===== src/rtl/cr_io_pkg.sv =====
// Shared definitions for the CR-CPU I/O peripherals: register select
// constants and default sizing for the input port.
package cr_io_pkg;

  localparam logic ADDR_LEVEL = 1'b0;
  localparam logic ADDR_EVENT = 1'b1;

  localparam int DEFAULT_WIDTH          = 8;
  localparam int DEFAULT_PRESCALE       = 16000;
  localparam int DEFAULT_DEBOUNCE_TICKS = 5;

endpackage


===== src/rtl/debounce_bit.sv =====
// One input pin: two-stage synchroniser followed by a tick-driven debounce
// counter that accepts a new level only after it persists for DEBOUNCE_TICKS ticks.
module debounce_bit
  import cr_io_pkg::*;
#(
  parameter int DEBOUNCE_TICKS = DEFAULT_DEBOUNCE_TICKS
) (
  input  logic i_clk,
  input  logic i_rst_n,
  input  logic i_pin,
  input  logic i_tick,
  output logic o_lvl,
  output logic o_rise
);

  localparam int              CW       = $clog2(DEBOUNCE_TICKS + 1);
  localparam logic [CW-1:0]   CNT_LAST = CW'(DEBOUNCE_TICKS - 1);

  logic          s1;
  logic          s2;
  logic          lvl;
  logic [CW-1:0] cnt;
  logic          accept;

  assign accept = (s2 != lvl) && i_tick && (cnt == CNT_LAST);

  // Any cycle where the synchronised pin agrees with lvl restarts the window,
  // so a glitch shorter than the window never reaches lvl.
  always_ff @(posedge i_clk or negedge i_rst_n) begin
    if (!i_rst_n) begin
      s1  <= 1'b0;
      s2  <= 1'b0;
      lvl <= 1'b0;
      cnt <= '0;
    end else begin
      s1 <= i_pin;
      s2 <= s1;
      if (s2 == lvl) begin
        cnt <= '0;
      end else if (accept) begin
        lvl <= s2;
        cnt <= '0;
      end else if (i_tick) begin
        cnt <= cnt + 1'b1;
      end
    end
  end

  assign o_lvl  = lvl;
  assign o_rise = accept && s2;

endmodule


===== src/rtl/gpio_input_port.sv =====
// Debounced 8-bit input port for the CR-CPU: level and sticky rising-edge
// event registers behind a one-cycle-latency read port, plus a masked interrupt.
module gpio_input_port
  import cr_io_pkg::*;
#(
  parameter int WIDTH          = DEFAULT_WIDTH,
  parameter int PRESCALE       = DEFAULT_PRESCALE,
  parameter int DEBOUNCE_TICKS = DEFAULT_DEBOUNCE_TICKS
) (
  input  logic             i_clk,
  input  logic             i_rst_n,
  input  logic [WIDTH-1:0] i_pins,
  input  logic             i_rd_en,
  input  logic             i_addr,
  input  logic [WIDTH-1:0] i_irq_mask,
  output logic [WIDTH-1:0] o_rd_data,
  output logic             o_rd_valid,
  output logic             o_irq
);

  logic             tick;
  logic [WIDTH-1:0] level;
  logic [WIDTH-1:0] rise;
  logic [WIDTH-1:0] event_q;
  logic [WIDTH-1:0] clr;

  // Free-running prescaler shared by all bits; never restarted by pin activity.
  generate
    if (PRESCALE == 1) begin : g_no_prescale
      assign tick = 1'b1;
    end else begin : g_prescale
      localparam int            PW       = $clog2(PRESCALE);
      localparam logic [PW-1:0] PRE_LAST = PW'(PRESCALE - 1);

      logic [PW-1:0] pre_cnt;

      always_ff @(posedge i_clk or negedge i_rst_n) begin
        if (!i_rst_n) begin
          pre_cnt <= '0;
        end else if (pre_cnt == PRE_LAST) begin
          pre_cnt <= '0;
        end else begin
          pre_cnt <= pre_cnt + 1'b1;
        end
      end

      assign tick = (pre_cnt == PRE_LAST);
    end
  endgenerate

  for (genvar b = 0; b < WIDTH; b++) begin : g_bit
    debounce_bit #(
      .DEBOUNCE_TICKS (DEBOUNCE_TICKS)
    ) u_debounce (
      .i_clk   (i_clk),
      .i_rst_n (i_rst_n),
      .i_pin   (i_pins[b]),
      .i_tick  (tick),
      .o_lvl   (level[b]),
      .o_rise  (rise[b])
    );
  end

  assign clr = (i_rd_en && (i_addr == ADDR_EVENT)) ? event_q : '0;

  // Only flags that were visible to the read are cleared; a rise on the same
  // edge is ORed in afterwards so it is never lost.
  always_ff @(posedge i_clk or negedge i_rst_n) begin
    if (!i_rst_n) begin
      event_q <= '0;
    end else begin
      event_q <= (event_q & ~clr) | rise;
    end
  end

  always_ff @(posedge i_clk or negedge i_rst_n) begin
    if (!i_rst_n) begin
      o_rd_data  <= '0;
      o_rd_valid <= 1'b0;
    end else begin
      o_rd_valid <= i_rd_en;
      if (i_rd_en) begin
        o_rd_data <= (i_addr == ADDR_EVENT) ? event_q : level;
      end
    end
  end

  assign o_irq = |(event_q & i_irq_mask);

endmodule

===== config.mk =====
export PLATFORM = sky130hd
export DESIGN_NAME = gpio_input_port
export DESIGN_NICKNAME = d
export VERILOG_FILES = /design/src/rtl/cr_io_pkg.sv /design/src/rtl/debounce_bit.sv /design/src/rtl/gpio_input_port.sv
export SDC_FILE = /design/constraint.sdc
export NUM_CORES = 1
export LEC_CHECK = 0
export CAP_MARGIN = 15
export CORE_MARGIN = 2
export CORE_UTILIZATION = 42
export DETAILED_ROUTE_END_ITERATION = 16
export GPL_TIMING_DRIVEN = 0
export MAX_ROUTING_LAYER = met4
export PLACE_DENSITY = 0.6
export SLEW_MARGIN = 20
export SYNTH_ARGS = -nofsm -noshare
export SYNTH_HDL_FRONTEND = slang
export SYNTH_SLANG_ARGS = --single-unit

===== constraint.sdc =====
create_clock -name i_clk -period 1.8 [get_ports i_clk]
set_input_delay 0.36 -clock i_clk [delete_from_list [all_inputs] [get_ports i_clk]]
set_output_delay 0.36 -clock i_clk [all_outputs]
set_load 0.01 [all_outputs]

==> impl_metrics.toml, run 1 <==
[cts]
clock_latency_ns = 0.35
clockRootBuffer = "clkbuf_8"
cts_tree = "built"
cts-buffers-inserted = 9
clk_path_buf_depth = 2
cts.sinks = 79
h-tree-depth = 3
clkSlewWorstSetupHoldPaths_ns = 0.08

[flow_run]
cap_viol_max_count = 0

[grt]
grt_pass1_vias = 2611
overflow = 0
grt_use_total_pct = 19.4
antenna_found_initial = 0
grt_pass1_wl_um = 12900
grt_max_degree = 57

[timing]
maxSlewViolCount = 0
tightestPinTransition_ns = 0.701
finalSetupViolCount = 14
finalWorstSetupSlack_ns = -0.0799
fin_worst_skew_ns = 0.00602
fin_crit_ns = 1.88
max_slew_margin_pct = 53.3
fmax_ghz = 0.532
hold_viol = 0
fin_crit_sh_pct = 104
rsz0062_at_grt = "true"

[detailed_routing]
wl_per_cell_um = 15.5
topRoutingLayerUsed = "met4"
drc = 0
wl_um = 7810
wl_met2_um = 3770
met1_length_um = 3690
wl_met3_um = 229
vias = 2629
via_per_inst = 5.22
ant_nets = 0
firstDrtPassIters = 4
drt_iter0_drc = 132

[cells_and_area]
finalNetCount = 431
area_delta_synth_final_pct = 32.5
antenna-diode-count = 0
drive_above_1_share_pct = 22.6
design_area_um2 = 4710
fillers = 709

[synth]
synth_area_leaders = "dfrtp_1 (56%), ha_1 (6.0%), a21oi_1 (5.9%)"
yosys-mux-area-fraction_pct = 4.79
synth_adder_area_share_pct = 5.99
synth_cell_type_count = 32
ys_ff_latch = 79
yosys_warnings = 0
yosys.area_share.simple_pct = 15.9
async_reset_ff_share_pct = 100
synthCells = 336
synth_top_family_by_area = "simple AND/OR/NAND/NOR gates"
synth_top_area_share_pct = 55.7
netlist_area_um2 = 3550
synth.most_common_cell = "dfrtp_1"
yosys-top-cells-count = "dfrtp_1 (79), nand2_1 (44), a21oi_1 (42), nor2_1 (23)"
synth_compound_area_share_pct = 9.90
yosys_most_used_dff = "dfrtp_1"
avgSynthCellArea_um2 = 10.6
yosys.area.top_type = "dfrtp_1"
synth_edf_count = 0
synth.net_count = 373
synth_xor_area_share_pct = 3.95
ys_seq_area_share_pct = 55.7

[setup_path]
crit_arrival_ns = 2.10
start_kind = "flop"
crit_required_ns = 2.02
reg2regPathDepth = 5
critPathMaxFanout = 6
end_kind = "flop"
criticalPathCategory = "reg2reg"

[min_path]
hold_path.class = "reg2reg"
holdPathStages = 0

[placement]
pre_cts_slack_ns = -0.374
dp_hpwl_um = 4770
gp_congestion = 0.731
port_buffers = 28
dpl-instance-area_um2 = 4000

[power]
power_leakage_nw = 1.99
ir_drop_uv = 465
p_per_area_nw_per_um2 = 801

[die]
die_area_um2 = 9210
start_util_pct = 43.2
core_um2 = 8220
die_h_um = 96.0
dieWidth_um = 96.0
rows = 33
io_pins = 30

[outcome]
violations = "negative setup slack"
outcome = "finished with violations"
kinds of logic (layout without fill, tap and decap cells):
logic type / Yosys count / in the layout
AOI/OAI and AO/OA: 66 / 66
xor gates and xnor gates: 16 / 16
adders and majority gates: 17 / 17
buffers and inverters: 27 / 90
DFF: 79 / 79
muxes: 16 / 16
and+or+nand+nor: 115 / 115
per-stage QoR:
step	hold slack (ns)	utilization [%]	TNS, ns	power (mW)	cells
global route	0.360	57.3	-3.02	3.91	504
finish	0.354	57.3	-0.749	3.77	504
detailed placement	0.290	48.7	-15.34	2.03	470
CTS	0.357	55.2	-4.38	3.80	498
global placement	0.334	48.4	-212.47	2.02	469
floorplan	0.0644	-	-0.258	1.90	336
final timing paths:
check                                            startpoint                                     end  slack, ns
setup reg to reg            g_prescale.pre_cnt[7]$_DFF_PN0_  g_bit[5].u_debounce.cnt[2]$_DFFE_PN0P_      -0.08
max in group asynchronous                           i_rst_n         g_prescale.pre_cnt[3]$_DFF_PN0_       0.75
setup / recovery            g_prescale.pre_cnt[7]$_DFF_PN0_  g_bit[5].u_debounce.cnt[2]$_DFFE_PN0P_      -0.08
hold / removal             g_bit[2].u_debounce.s1$_DFF_PN0_        g_bit[2].u_debounce.s2$_DFF_PN0_       0.35
min in group asynchronous                           i_rst_n   g_bit[7].u_debounce.o_lvl$_DFFE_PN0P_       0.45
hold reg to reg            g_bit[2].u_debounce.s1$_DFF_PN0_        g_bit[2].u_debounce.s2$_DFF_PN0_       0.35
registers in the layout, summed over array words and instances (netlist names):
register / flops
g_bit.u_debounce.cnt: 24
g_prescale.pre_cnt: 14
event_q: 8
g_bit.u_debounce.o_lvl: 8
g_bit.u_debounce.s1: 8
g_bit.u_debounce.s2: 8
o_rd_data: 8
o_rd_valid: 1
placed cells by master (no fill, tap or decap), drive strengths merged:
cell and instances:
nand3 16, o311ai 1, or4 3, a21oi 42
mux2i 8, ha 17, clkdlybuf4s50 26, dlygate4sd3 1
clkbuf 15, dfrtp 79, a22oi 4, nor3b 1
o21ai 17, a32o 1, nor2 24, or3 1
nand2b 8, bufinv 4, nand4 3, nor3 11
nor4 1, or3b 1, and2 1, clkinv 1
xnor2 13, inv 17, buf 26, mux2 8
and3 1, nand2 44, xor2 3, a211oi 1
worst max-delay path, cell delays in order (launching register included):
cell and delay [ns]:
dfrtp_2 0.42, or3b_4 0.40, or4_4 0.51, buf_4 0.20, nor2_1 0.16, nor3_2 0.06
layout make-up:
cell class	instances	area, µm²	area share, %
clock buffer	11	141	3.00
timing repair buffer	50	536	11.4
sequential	79	1980	42.1
tap	105	131	2.79
buffer	7	63.8	1.36
clock inverter	5	129	2.74
multi-input combinational	230	1660	35.3
inverter	17	63.8	1.36
routing by layer:
metal / global-route usage (%) / vias up
met2: 29.7 / 46
met4: 7.02 / 0
met5: - / -
met1: 25.5 / 1312
met3: 4.07 / 9
li1: - / 1262
report_power, final:
group,leakage (nW),switching [mW],total [mW],internal [mW]
clock network,0.134,0.668,1.77,1.10
registers,1.03,0.0195,1.82,1.81
logic,0.818,0.0896,0.173,0.0837
what timing repair did:
item	4_1_cts	5_1_grt
pin swaps	17	12
setup endpoints to repair	50	50
endpoints found under the hold margin	23	0
hold buffers	1	0
setup buffers	10	10
gates resized for setup	34	41
gates cloned	2	0
Note: power is estimated with default switching activity, not from simulation.
==> run 2, diff against run 1 <==
--- a/config.mk
+++ b/config.mk
@@ -6,6 +6,7 @@
 export NUM_CORES = 1
 export LEC_CHECK = 0
 export CAP_MARGIN = 15
+export CORE_ASPECT_RATIO = 1.5
 export CORE_MARGIN = 2
 export CORE_UTILIZATION = 42
 export DETAILED_ROUTE_END_ITERATION = 16
==> run 2 against run 1 <==
The run still ends with negative setup slack left. Sequential power about the same. Non-clock buffer count up 6. Wire length up 13%. Critical endpoint is now g_bit[7].u_debounce.o_lvl$_DFFE_PN0P_.
==> impl_metrics.toml, run 2 (synthesis gave the netlist of run 1 again) <==
[outcome]
outcome = "finished with violations"
violations = "negative setup slack"

[grt]
grt_max_degree = 43
grt_pass1_wl_um = 14100
grt_pass1_vias = 2822
grt_use_total_pct = 20.8
overflow = 0
antenna_found_initial = 0

[cells_and_area]
design_area_um2 = 5110
largestRegisters = "g_bit.u_debounce.cnt (24), g_prescale.pre_cnt (14)"
layout_commonest_cell = "dfrtp_1"
regMostFlops = "g_bit.u_debounce.cnt"
drive_above_1_share_pct = 35.1
finalNetCount = 437
antenna-diode-count = 0
area_delta_synth_final_pct = 43.7
largest_reg_flops = 24
layout.cells.non_filler = 512
mostFrequentLayoutCells = "dfrtp_1 (76), clkdlybuf4s50_1 (26), a21oi_2 (22), nand2_1 (20), a21oi_1 (18)"

[flow_run]
cap_viol_max_count = 0

[power]
clkPwrFrac_pct = 48.7
power_frac_comb_pct = 4.4
p_per_area_nw_per_um2 = 765
p_sw_share_pct = 20.6
pwr-share-seq_pct = 46.8
p_sw_uw = 804
p_int_mw = 3.10
ir_drop_uv = 618
power_leakage_nw = 2.15

[timing]
setup_tns_ns = -1.97
maxSlewViolCount = 0
max_slew_margin_pct = 52.2
rsz0062_at_grt = "true"
hold_viol = 0
fin_crit_sh_pct = 110
fmax_ghz = 0.506
finalWorstSetupSlack_ns = -0.177
fin_worst_skew_ns = 0.00630
tightestPinTransition_ns = 0.717
fin_crit_ns = 1.98
finalSetupViolCount = 35

[setup_path]
end_kind = "flop"
crit_required_ns = 2.02
critPathMaxFanout = 8
crit_path_cell_trace = "or3b_4, or4_4, buf_12, nor2_4, mux2_4"
criticalPathCategory = "reg2reg"
crit_buf_inv = 1
crit_family = "simple AND/OR/NAND/NOR gates"
critPathMaxStageDelay_ns = 0.45
start_kind = "flop"
crit_slowest_cell = "or4_4"
crit_arrival_ns = 2.20

[detailed_routing]
firstDrtPassIters = 4
wl_um = 8850
drt_iter0_drc = 120
ant_nets = 0
vias = 2693
wl_met3_um = 122
wl_per_cell_um = 17.3
topRoutingLayerUsed = "met4"
drc = 0
met1_length_um = 3500
via_per_inst = 5.26
wl_met2_um = 5000

[placement]
port_buffers = 28
dpl-instance-area_um2 = 4000
pre_cts_slack_ns = -0.477
dp_hpwl_um = 5110
gp_congestion = 0.731
dp_cells = 472

[cts]
clkSlewWorstSetupHoldPaths_ns = 0.06
h-tree-depth = 3
cts-buffers-inserted = 9
clk_path_buf_depth = 2
clock_latency_ns = 0.34
cts.hold.buffers_added = 0
clockRootBuffer = "clkbuf_16"
cts_tree = "built"
cts.sinks = 79

[die]
core_um2 = 8310
die_h_um = 117
rows = 41
die_area_um2 = 9220
io_pins = 30
dieWidth_um = 79.1
start_util_pct = 42.7

[min_path]
hold_path.class = "in2async"
==> run 2: worst reg2reg max path, cell delays in order, from the launching register on <==
cell and delay, ns:
dfrtp_2 0.43, or3b_4 0.40, or4_4 0.45, buf_12 0.17, nor2_4 0.10, mux2_4 0.31
==> run 2: worst paths after layout <==
kind | from | end | slack, ns | cells after the start
hold reg to reg | g_bit[7].u_debounce.s1$_DFF_PN0_ | g_bit[7].u_debounce.s2$_DFF_PN0_ | 0.35 | 0
setup / recovery | g_prescale.pre_cnt[8]$_DFF_PN0_ | g_bit[7].u_debounce.o_lvl$_DFFE_PN0P_ | -0.18 | 5
max in group asynchronous | i_rst_n | g_bit[6].u_debounce.s1$_DFF_PN0_ | 1.20 | 2
setup reg to reg | g_prescale.pre_cnt[8]$_DFF_PN0_ | g_bit[7].u_debounce.o_lvl$_DFFE_PN0P_ | -0.18 | 5
min in group i_clk | g_bit[7].u_debounce.s1$_DFF_PN0_ | g_bit[7].u_debounce.s2$_DFF_PN0_ | 0.35 | 0
hold / removal | i_rst_n | g_bit[2].u_debounce.cnt[2]$_DFFE_PN0P_ | 0.0007 | 1
==> run 2: timing repair <==
action | CTS | global route
pin swaps | 28 | 28
cloned | 4 | 1
buffers inserted | 11 | 12
gates resized for setup | 96 | 57
setup endpoints to repair | 50 | 50
==> run 2: power groups by stage <==
stage          Sequential (mW)  Combinational (mW)  Clock, mW
2_1_floorplan             1.86              0.0392          0
3_3_place_gp              1.86               0.165          0
3_5_place_dp              1.86               0.170          0
4_1_cts                   1.83               0.175       1.95
5_1_grt                   1.83               0.191       2.03
6_report                  1.83               0.173       1.90
==> run 2: routing by layer <==
layer | track usage (%) | vias up
met5 | - | -
met4 | 10.5 | 0
met3 | 2.86 | 18
met2 | 35.8 | 29
met1 | 23.6 | 1372
li1 | - | 1274
==> run 2: cell type report <==
cell class	instances	area, µm²
fill	696	3200
sequential	79	1980
multi-input combinational	230	1930
timing repair buffer	55	599
clock buffer	12	236
tap	107	134
buffer	8	96.3
clock inverter	4	70.1
inverter	17	63.8
==> run 2: stage by stage <==
step / total power [mW] / hold slack, ns / utilization [%]
4_1_cts: 3.95 / 0.0119 / 58.6
3_3_place_gp: 2.02 / 0.332 / 47.9
2_1_floorplan: 1.90 / 0.0644 / -
3_5_place_dp: 2.03 / 0.335 / 48.1
6_report: 3.90 / 0.000695 / 61.4
5_1_grt: 4.05 / 0.0364 / 61.4
==> run 3, diff against run 2 <==
--- a/config.mk
+++ b/config.mk
@@ -11,8 +11,7 @@
 export CORE_UTILIZATION = 42
 export DETAILED_ROUTE_END_ITERATION = 16
 export GPL_TIMING_DRIVEN = 0
-export MAX_ROUTING_LAYER = met4
-export PLACE_DENSITY = 0.6
+export PLACE_DENSITY = 0.58
 export SLEW_MARGIN = 20
 export SYNTH_ARGS = -nofsm -noshare
 export SYNTH_HDL_FRONTEND = slang
==> constraint.sdc (replaced) <==
create_clock -name i_clk -period 2.5 [get_ports i_clk]
set_input_delay 0.5 -clock i_clk [delete_from_list [all_inputs] [get_ports i_clk]]
set_output_delay 0.5 -clock i_clk [all_outputs]
set_load 0.01 [all_outputs]
==> run 3 against run 2 <==
Sequential share of layout area up 7.1 points. Largest power group unchanged. Highest routed layer unchanged. Non-clock buffer count is 24 lower. Final area is 16% lower. Sequential power is 28% lower. Cell count fell by 4.9%. Worst setup slack improved by 0.42 ns. Global-route usage decreased by 4.3 points. The run now ends clean. Clock power is 28% lower. Core utilization shrank 9.7 points. Clock-buffer cell count shrank 1. Critical path depth down 1. Register-to-register slack gained 0.54 ns.
==> impl_metrics.toml, run 3 (synthesis gave the netlist of run 1 again) <==
[outcome]
outcome = "finished clean"

[setup_path]
critPathMaxFanout = 1
crit_path_cell_trace = "clkdlybuf4s50_1, a22oi_1, nand4_1, clkdlybuf4s50_1"
crit_arrival_ns = 1.75
crit_slowest_cell = "clkdlybuf4s50_1"
reg2regPathDepth = 6
start_kind = "input pin"
crit_buf_inv = 2
crit_cells = 4
critPathMostFrequentCell = "clkdlybuf4s50_1"
crit_family = "buffers and inverters"
critPathMaxStageDelay_ns = 0.49
crit_required_ns = 2.00
end_kind = "primary output"
criticalPathCategory = "in2out"

[cells_and_area]
fin_util_pct = 51.8
regMostFlops = "g_bit.u_debounce.cnt"
area_delta_synth_final_pct = 21.2
design_area_um2 = 4300
seqCellArea_um2 = 1980
layout.cells.non_filler = 487
largest_reg_flops = 24
drive_above_1_share_pct = 7.11
largestRegisters = "g_bit.u_debounce.cnt (24), g_prescale.pre_cnt (14)"
mostFrequentLayoutCells = "dfrtp_1 (79), nand2_1 (44), a21oi_1 (42), clkdlybuf4s50_1 (27), nor2_1 (23)"
multiInputGateArea_um2 = 1440
antenna-diode-count = 0
fillers = 752
layout_commonest_cell = "dfrtp_1"
finalNetCount = 413

[timing]
fin_crit_sh_pct = 90.1
rsz0062_at_grt = "false"
setup_tns_ns = 0
hold_viol = 0
max_slew_margin_pct = 56.0
fmax_ghz = 0.444
maxSlewViolCount = 0
finalWorstSetupSlack_ns = 0.246
fin_crit_ns = 2.25
fin_worst_skew_ns = 0.00679
tightestPinTransition_ns = 0.655
holdWs_ns = 0.0693
finalSetupViolCount = 0

[cts]
cts.hold.buffers_added = 0
clock_latency_ns = 0.33
cts-buffers-inserted = 9
post_cts_buffers = 0
clkSlewWorstSetupHoldPaths_ns = 0.06
cts.sinks = 79
clk_path_buf_depth = 2
cts_tree = "built"
h-tree-depth = 3
cts_resized = 0
clockRootBuffer = "clkbuf_16"

[grt]
antenna_found_initial = 0
grt_use_total_pct = 16.5
grt_max_degree = 56
grt_pass1_wl_um = 11600
grt_pass1_vias = 2479
overflow = 0

[placement]
port_buffers = 28
dp_cells = 472
dpl-instance-area_um2 = 3990
gp_congestion = 0.751
pre_cts_slack_ns = 0.225
dp_hpwl_um = 4750

[die]
dieWidth_um = 79.1
die_area_um2 = 9220
io_pins = 30
die_h_um = 117
core_um2 = 8310
start_util_pct = 42.7
rows = 41

[power]
p_per_area_nw_per_um2 = 651
power_leakage_nw = 1.85
power_mw = 2.80
ir_drop_uv = 368

[detailed_routing]
via_per_inst = 5.08
wl_um = 6640
drt_iter0_drc = 102
drc = 0
firstDrtPassIters = 4
wl_per_cell_um = 13.6
vias = 2472
ant_nets = 0

[flow_run]
cap_viol_max_count = 0

[min_path]
hold_path.class = "in2async"
==> run 3: routing by layer <==
metal	up-vias	share of wire, %	global-route usage [%]
li1	1223	-	-
met1	1187	44	19.2
met2	46	50	28.1
met3	16	3.9	3.79
met4	0	2.9	8.97
met5	-	0	0
==> run 3: path summary, 6_finish.rpt <==
| path | slack, ns | end | from |
|---|---|---|---|
| worst max-delay path | 0.25 | o_irq | i_irq_mask[1] |
| worst min-delay path | 0.07 | g_bit[3].u_debounce.s1$_DFF_PN0_ | i_rst_n |
| worst max register to register | 0.36 | g_bit[4].u_debounce.cnt[1]$_DFFE_PN0P_ | g_prescale.pre_cnt[0]$_DFF_PN0_ |
| worst min register to register | 0.35 | g_bit[5].u_debounce.s2$_DFF_PN0_ | g_bit[5].u_debounce.s1$_DFF_PN0_ |
| max in group asynchronous | 1.85 | g_bit[1].u_debounce.cnt[0]$_DFFE_PN0P_ | i_rst_n |
| min in group i_clk | 0.35 | g_bit[5].u_debounce.s2$_DFF_PN0_ | g_bit[5].u_debounce.s1$_DFF_PN0_ |
==> run 3: report_power, final <==
part           total, mW  switching (mW)  leakage [nW]  internal [mW]
Combinational      0.118          0.0589         0.652         0.0589
Sequential          1.32          0.0134          1.04           1.30
Clock               1.37           0.475         0.155          0.892
==> run 3: cell type report <==
type / instances / area share (%)
Timing Repair Buffer: 29 / 7.09
Multi-Input combinational cell: 230 / 33.4
Tap cell: 107 / 3.11
Inverter: 17 / 1.48
Buffer: 10 / 1.72
Clock inverter: 4 / 1.63
Sequential cell: 79 / 45.9
Clock buffer: 11 / 5.64
==> run 3: worst reg2reg max path: stages (launching register included) <==
cell     delay, ns
dfrtp_1       0.37
ha_1          0.23
nand2_1       0.18
nor4_4        0.67
buf_2         0.37
nand2_1       0.09
a21oi_1       0.15
